$ cat src/rtl/boot_loader_pkg.sv
// Shared types and constants for the boot loader: frame sync byte,
// count width, FSM state encoding and the word address helper.
package boot_pkg;

   localparam logic [7:0] SYNC_BYTE = 8'hA5;
   localparam int         CNT_W     = 16;

   typedef enum logic [2:0] {
      IDLE,
      CNT_HI,
      CNT_LO,
      DATA,
      WRITE,
      CHECK,
      DONE,
      ERROR
   } boot_state_t;

   // Byte address of word idx: base + (idx << 2), wrapping modulo 2^32.
   function automatic logic [31:0] word_addr(input logic [31:0]      base,
                                             input logic [CNT_W-1:0] idx);
      return base + {14'd0, idx, 2'b00};
   endfunction

endpackage

$ cat src/rtl/boot_loader_if.sv
// Byte-stream input and memory write port of the boot loader.
// master = stream source / memory side, slave = the loader itself.
interface boot_loader_if;

   logic        rx_valid;
   logic [7:0]  rx_data;
   logic        rx_ready;
   logic        mem_wr;
   logic [31:0] mem_addr;
   logic [31:0] mem_wdata;

   modport master (
      output rx_valid, rx_data,
      input  rx_ready, mem_wr, mem_addr, mem_wdata
   );

   modport slave (
      input  rx_valid, rx_data,
      output rx_ready, mem_wr, mem_addr, mem_wdata
   );

endinterface

$ cat src/rtl/boot_loader.sv
// Boot loader: parses a framed byte stream (SYNC, CNT_HI, CNT_LO,
// CNT x 4 data bytes, CHK), writes big-endian words to memory starting at
// BASE_ADDR and releases the CPU from reset once the XOR checksum matches.
module boot_loader
   import boot_pkg::*;
#(
   parameter logic [31:0] BASE_ADDR = 32'h0000_0000,
   parameter int unsigned MAX_WORDS = 256
) (
   input  logic         clk,
   input  logic         reset,
   boot_loader_if.slave bus,
   output logic         cpu_reset,
   output logic         done,
   output logic         error
);

   boot_state_t      state;
   logic             armed;
   logic [7:0]       cnt_hi;
   logic [CNT_W-1:0] cnt;
   logic [CNT_W-1:0] word_idx;
   logic [1:0]       byte_idx;
   logic [23:0]      shift_reg;
   logic [7:0]       chk;
   logic             mem_wr_q;
   logic [31:0]      mem_addr_q;
   logic [31:0]      mem_wdata_q;
   logic             rx_ready_c;

   logic             accept;
   logic [CNT_W-1:0] cnt_next;
   logic [CNT_W-1:0] idx_next;

   assign accept   = bus.rx_valid && rx_ready_c;
   assign cnt_next = {cnt_hi, bus.rx_data};
   assign idx_next = word_idx + 16'd1;

   assign bus.rx_ready  = rx_ready_c;
   assign bus.mem_wr    = mem_wr_q;
   assign bus.mem_addr  = mem_addr_q;
   assign bus.mem_wdata = mem_wdata_q;

   // Ready is decoded from state, gated until the first edge after reset.
   // NOTE: 'armed' is cleared by reset and set on the first clock, so ready
   // stays low during reset and rises one edge after it is released.
   always_comb begin
      rx_ready_c = 1'b0;
      if (armed) begin
         unique case (state)
            IDLE, CNT_HI, CNT_LO, DATA, CHECK: rx_ready_c = 1'b1;
            default:                           rx_ready_c = 1'b0;
         endcase
      end
   end

   // Frame FSM with the shifter, checksum, word counter and registered outputs.
   // NOTE: every state element is a plain flop with an async reset; there is
   // no storage array here, so nothing escapes the reset. Non-blocking
   // assignments keep all flops updating from the same pre-edge values.
   always_ff @(posedge clk or negedge reset) begin
      if (!reset) begin
         state       <= IDLE;
         armed       <= 1'b0;
         cnt_hi      <= '0;
         cnt         <= '0;
         word_idx    <= '0;
         byte_idx    <= '0;
         shift_reg   <= '0;
         chk         <= '0;
         mem_wr_q    <= 1'b0;
         mem_addr_q  <= '0;
         mem_wdata_q <= '0;
         cpu_reset   <= 1'b1;
         done        <= 1'b0;
         error       <= 1'b0;
      end else begin
         armed    <= 1'b1;
         mem_wr_q <= 1'b0;

         unique case (state)
            // Hunt for the sync byte; anything else is dropped.
            IDLE: begin
               if (accept && bus.rx_data == SYNC_BYTE) begin
                  state <= CNT_HI;
               end
            end

            CNT_HI: begin
               if (accept) begin
                  cnt_hi <= bus.rx_data;
                  state  <= CNT_LO;
               end
            end

            // Full count known here; start a fresh word/checksum context.
            CNT_LO: begin
               if (accept) begin
                  cnt       <= cnt_next;
                  word_idx  <= '0;
                  byte_idx  <= '0;
                  shift_reg <= '0;
                  chk       <= '0;
                  if ({16'd0, cnt_next} > MAX_WORDS) begin
                     state <= ERROR;
                     error <= 1'b1;
                  end else if (cnt_next == '0) begin
                     state <= CHECK;
                  end else begin
                     state <= DATA;
                  end
               end
            end

            // Big-endian assembly: the first byte ends up in bits [31:24].
            DATA: begin
               if (accept) begin
                  shift_reg <= {shift_reg[15:0], bus.rx_data};
                  chk       <= chk ^ bus.rx_data;
                  byte_idx  <= byte_idx + 2'd1;
                  if (byte_idx == 2'd3) begin
                     mem_wr_q    <= 1'b1;
                     mem_addr_q  <= word_addr(BASE_ADDR, word_idx);
                     mem_wdata_q <= {shift_reg, bus.rx_data};
                     state       <= WRITE;
                  end
               end
            end

            // Strobe cycle; input is stalled so each word costs one bubble.
            WRITE: begin
               word_idx <= idx_next;
               state    <= (idx_next < cnt) ? DATA : CHECK;
            end

            CHECK: begin
               if (accept) begin
                  if (bus.rx_data == chk) begin
                     state     <= DONE;
                     done      <= 1'b1;
                     cpu_reset <= 1'b0;
                  end else begin
                     state <= ERROR;
                     error <= 1'b1;
                  end
               end
            end

            // Terminal states: only reset leaves them.
            DONE:    state <= DONE;
            ERROR:   state <= ERROR;
            default: state <= ERROR;
         endcase
      end
   end

endmodule

$ cat src/flat_wrapper.sv
// flat-port wrapper written by rule: the top's interface ports become plain ports
module boot_loader_flat import boot_pkg::*;
#(
   parameter logic [31:0] BASE_ADDR = 32'h0000_0000,
   parameter int unsigned MAX_WORDS = 256
)
  (clk, reset, cpu_reset, done, error, bus_rx_valid, bus_rx_data, bus_rx_ready, bus_mem_wr, bus_mem_addr, bus_mem_wdata);
  boot_loader_if bus_i ();
  input  logic clk;
  input  logic reset;
  output logic cpu_reset;
  output logic done;
  output logic error;
  input wire logic [$bits(bus_i.rx_valid)-1:0] bus_rx_valid;
  input wire logic [$bits(bus_i.rx_data)-1:0] bus_rx_data;
  output wire logic [$bits(bus_i.rx_ready)-1:0] bus_rx_ready;
  output wire logic [$bits(bus_i.mem_wr)-1:0] bus_mem_wr;
  output wire logic [$bits(bus_i.mem_addr)-1:0] bus_mem_addr;
  output wire logic [$bits(bus_i.mem_wdata)-1:0] bus_mem_wdata;
  assign bus_i.rx_valid = bus_rx_valid;
  assign bus_i.rx_data = bus_rx_data;
  assign bus_rx_ready = bus_i.rx_ready;
  assign bus_mem_wr = bus_i.mem_wr;
  assign bus_mem_addr = bus_i.mem_addr;
  assign bus_mem_wdata = bus_i.mem_wdata;
  boot_loader #(.BASE_ADDR(BASE_ADDR), .MAX_WORDS(MAX_WORDS)) u_core (.clk(clk), .reset(reset), .bus(bus_i), .cpu_reset(cpu_reset), .done(done), .error(error));
endmodule
$ cat config.mk
export PLATFORM = sky130hd
export DESIGN_NAME = boot_loader_flat
export DESIGN_NICKNAME = d
export VERILOG_FILES = /design/src/rtl/boot_loader_pkg.sv /design/src/rtl/boot_loader_if.sv /design/src/rtl/boot_loader.sv /design/src/flat_wrapper.sv
export SDC_FILE = /design/constraint.sdc
export NUM_CORES = 1
export LEC_CHECK = 0
export ABC_AREA = 1
export BUFFER_PORTS_ARGS = -buffer_cell sky130_fd_sc_hd__buf_2
export CAP_MARGIN = 20
export CORE_UTILIZATION = 40
export CTS_CLUSTER_DIAMETER = 50
export CTS_CLUSTER_SIZE = 30
export DETAILED_ROUTE_END_ITERATION = 8
export GPL_TIMING_DRIVEN = 0
export PLACE_DENSITY = 0.62
export RECOVER_POWER = 25
export SYNTH_ARGS = -nofsm -noshare
export SYNTH_HDL_FRONTEND = slang
export SYNTH_SLANG_ARGS = --single-unit
$ cat constraint.sdc
create_clock -name clk -period 2.6 [get_ports clk]
set_input_delay 0.52 -clock clk [delete_from_list [all_inputs] [get_ports clk]]
set_output_delay 0.52 -clock clk [all_outputs]
set_load 0.02 [all_outputs]
Word-level counts from Yosys, hierarchy flattened:

Cells that the tools add are included.

* register bits: 130
* bits of input ports: 11
* output and inout port bits: 69
* word-level logic and storage cells: 85

* $add $sub $neg: 2
* order comparisons: 2
* equal/unequal tests: 18
* mux-type cells: 32
* bitwise gates (word level): 1
* reductions and logical operators: 16

Operator list (number)
* two-way mux 24 bit: 2
* case mux 24 bit (2 select lines): 1
* case mux 16 bit (2 select lines): 1
* two-way mux 3 bit: 9
* case mux 3 bit (8 select lines): 1
* adder 16 x 1 -> 16 bit (second input constant): 1
* > comparator 16 x 9 -> 1 bit (second input constant): 1
* zero test 16 bit: 1
* less-than comparator 16 bit: 1
* two-way mux 16 bit: 1
* two-way mux 8 bit: 2
* case mux 8 bit (2 select lines): 1
* != test 2 x 1 -> 1 bit (second input constant): 7
* == test 3 bit (second input constant): 4
* two-way mux 1 bit: 10
* AND reduction 3 bit: 3
* == test 8 bit: 1
* == test 8 bit (second input constant): 1
* XOR 8 bit: 1
* == test 3 x 2 -> 1 bit (second input constant): 2
* AND reduction 2 bit: 3
* AND reduction 6 bit: 1
* nonzero test 2 bit: 3
* AND reduction 5 bit: 1
* other kinds (10): 12

Logic depth before layout (Yosys ltp):

* word-level depth: 8
* depth in mapped cells: 21

Least setup slack after synthesis:

Ideal clock, no wire load.

* path type: register -> register
* from: register u_core.word_idx[2]
* to: register u_core.state[2]
* setup time: 0.116 ns
* data arrival time: 2.173 ns
* path slack: 0.310 ns
* cell stages (with the launch flop): 18
* path buffers: 0
* period minus slack after synthesis: 2.290 ns
* path through: dfrtp_1 -> inv_1 -> nor3_1 -> nand2_1 -> nor2_1 -> inv_1 -> o21a_1 -> ha_1 -> nand2_1 -> inv_1 -> o21ai_0 -> a21oi_1 -> nor2_1 -> nand3_1 -> nand2_1 -> nand2_1 -> nand2_1 -> nand2_1

* longest elaborated chain between the ends: 4

RTL lines
* from (decl): RTL line boot_loader.sv:22 `logic [CNT_W-1:0] word_idx;`
* from (signal assigned): RTL line boot_loader.sv:132 `word_idx <= idx_next;`
* adder 16 x 1 -> 16 bit: RTL line boot_loader.sv:37 `assign idx_next = word_idx + 16'd1;`
* less-than comparator 16 bit: RTL line boot_loader.sv:133 `state <= (idx_next < cnt) ? DATA : CHECK;`
* two-way mux 3 bit: RTL line boot_loader.sv:133
* case mux 3 bit (8 select lines): RTL line boot_loader.sv:81 `unique case (state)`
* to (signal assigned): RTL line boot_loader.sv:133
* to (decl): RTL line boot_loader.sv:18 `boot_state_t state;`

No other way between the ends.
A chain may end at the register's enable or synchronous reset.

Worst setup path after layout:

* from: register u_core.word_idx[0]
* to: register u_core.state[1]

Same word-level chain as after synthesis.

==> flow_summary.toml <==
[status]
status = "completed"

[yosys]
synth.mux.area_fraction_pct = 0
yosys.area.top_type = "dfrtp_1"
syn_inst = 657
synth-edff-count = 0
synth_compound_area_share_pct = 13.5
synth_seq_cells = 130
synth-simple-area-share_pct = 15.0
netlist_top_cells_area = "dfrtp_1, nand2_1, inv_1"
synthAdderAreaFrac_pct = 3.60
synth_warnings = 0
syn_area_sq_um = 5910
synth.most_common_cell = "nand2_1"
synth-seq-area-share_pct = 55.1
synth_top_family_by_area = "simple AND/OR/NAND/NOR gates"
synth-main-ff-cell = "dfrtp_1"
netlist.area_leader.share_pct = 54.6
async_flop_share_pct = 100
syn_area_per_cell_sq_um = 9.00
yosys-top-cells-count = "nand2_1, dfrtp_1, inv_1, o21ai_0, o22ai_1"
synth-xor-area-share_pct = 2.22
ys_types = 35

[critical_path]
cp-startpoint = "u_core.word_idx[0]"
path_cells = "ha_4 > nand2_2 > nor4_4 > nand2_2 > nor2_2 > nand4_1 > and2_4 > ha_1 > nand4_1 > nor2_1 > nand2_1 > nand2_1 > nand2_1 > nand2_1 > nand2_1 > nand2_1 > nand2_1"
end_kind = "flip-flop"
path_max_fanout = 4
max_stage_delay_ns = 0.39
crit_slowest_cell = "dfrtp_1"
timing.rr.start = "u_core.word_idx[0]"
worstPathArrival_ns = 2.88
worstPathRequired_ns = 2.91
cp-start-kind = "flip-flop"
criticalPathCategory = "flip-flop to flip-flop"
cpMostUsedCell = "nand2_1"

[drt]
drt_iter0_drc = 380
drcViolationCount = 0
first_pass_iters = 5
wire_per_inst_um = 14.5
vias_per_cell = 4.95
wl_mm = 13.9
via_count = 4735
postRouteAntennaNets = 0

[placement]
placed_area_sq_um = 6550
dpl.hpwl_mm = 9.99
io_buffers = 63
placedCellCount = 920
gp_congestion = 0.821

[grt]
grt_pass1_wl_mm = 22.7
globalRouteOverflowTotal = 0
grt_max_degree = 81
antenna_found_initial = 0
grt_util_all_layers_pct = 19.7
grt_pass1_vias = 4543

[power]
intPower_uw = 3380
p_total_uw = 4300
p_sw_uw = 912
clockPowerShare_pct = 50.2
p_leak_uw = 0.00393
vdd_drop_max_mv = 0.408
switching_share_pct = 21.2
powerDensity_nw_per_um2 = 597
seqPwrFrac_pct = 47.2
comb_power_share_pct = 2.6

[final_layout]
area_growth_pct = 21.7
finalInstanceArea_sq_um = 7190
layout.nets = 789
fin_cells = 956
drive_gt1_share_pct = 20.1
diodes = 0
largest_register_ffs = 32

[clock_tree]
clk_pin_slew_ns = 0.05
ctsHoldBuffers = 0
max-clock-path-buffers = 2
clock_sinks = 130
clk_latency_ns = 0.42
tritoncts = "yes"
cts-root-buf = "clkbuf_16"
h-tree-depth = 4
cts-buffers-inserted = 17

[die]
die-area_sq_um = 15300
coreArea_sq_um = 14500
pin_count = 80
initial_utilization_pct = 40.8
die_h_um = 124
placementRows = 44
die_w_um = 124

[sta]
min_period_ns = 2.57
maxSlewHeadroom_pct = 18.3
slew_violations = 0
worst_clock_skew_ns = 0.00814
setup-violations-final = 0
fin_crit_sh_pct = 98.8
grt_setup_unrepaired = "true"
holdWs_ns = 0.351
clock.fmax_ghz = 0.389
worstMarginPinSlew_ns = 1.23
hold_viol = 0

[job]
maxCapViolations = 0

[hold_path]
hold_path_class = "primary input to asynchronous set/reset pin"
## power groups by stage
stage | registers (uW) | clock network [uW] | logic (uW)
floorplan | 2060 | 0 | 53.1
global placement | 2060 | 0 | 113
detailed placement | 2060 | 0 | 121
CTS | 2030 | 2200 | 121
global route | 2020 | 2280 | 130
finish | 2030 | 2160 | 114
## critical path: cells and delay by family (launching register included)
| family | cells | cell delay, ns |
|---|---|---|
| adders and majority gates | 2 | 0.43 |
| and+or+nand+nor | 15 | 1.65 |
| DFF | 1 | 0.39 |
## routing by layer
layer | track usage [%] | share of wire, %
met3 | 4.70 | 4.3
met5 | 0 | 0
met1 | 27.3 | 48
met4 | 5.87 | 0.56
met2 | 30.5 | 47
## layout make-up
type	count	area [sq um]
repair buffers	70	368
fillers	1380	7290
clock inverters	4	25.0
flip-flops and latches	130	3250
well taps	184	230
clock buffers	26	509
plain buffers	37	243
inverters	101	379
multi-input cells	404	2180
## layout by cell type, fill, tap and decap left out, types with 2 or more instances in the layout
cell type / instances
a21oi_1: 12
a22o_1: 2
buf_2: 67
buf_4: 22
buf_6: 5
clkbuf_1: 15
clkbuf_16: 17
clkbuf_8: 5
clkinv_2: 2
clkinvlp_4: 2
conb_1: 17
dfrtp_1: 129
ha_1: 16
inv_1: 93
inv_2: 7
nand2_1: 139
nand2_2: 5
nand3_1: 14
nand4_1: 8
nor2_1: 23
nor2_2: 4
nor2_4: 3
nor3_1: 4
nor4_4: 2
o21a_1: 2
o21ai_0: 66
o21ai_1: 24
o22ai_1: 30
o31ai_1: 5
or2_2: 2
xnor2_1: 6
xor2_1: 9
## final timing paths
path,slack (ns),depth (start not counted),end
max in group asynchronous,0.45,2,u_core.bus.mem_wdata[31]
worst min register to register,0.45,2,u_core.cpu_reset
min in group clk,0.45,2,u_core.cpu_reset
worst max-delay path,0.03,17,u_core.state[1]
worst max register to register,0.03,17,u_core.state[1]
worst min-delay path,0.35,1,u_core.bus.mem_addr[10]
## stage by stage
step / TNS [ns] / setup slack (ns) / utilization [%]
after CTS: 0 / 0.0190 / 49.3
after floorplan: 0 / 0.310 / -
after global placement: -78.73 / -0.619 / 45.0
after global routing: -0.784 / -0.165 / 49.7
after detailed placement: -0.585 / -0.299 / 45.2
final: 0 / 0.0318 / 49.7
## logic make-up (layout without fill, tap and decap cells)
group	Yosys count	count (layout)
AOI/OAI and AO/OA	145	145
xor gates and xnor gates	15	15
other	2	17
DFF	130	130
buffers and inverters	138	238
and+or+nand+nor	210	210
adders and majority gates	17	17
## what timing repair did
action                     CTS  global route
gates resized for setup      9            16
setup endpoints to repair    2             2
pin swaps                    1             8
setup buffers                1             5
Note: power is estimated with default switching activity, not from simulation.
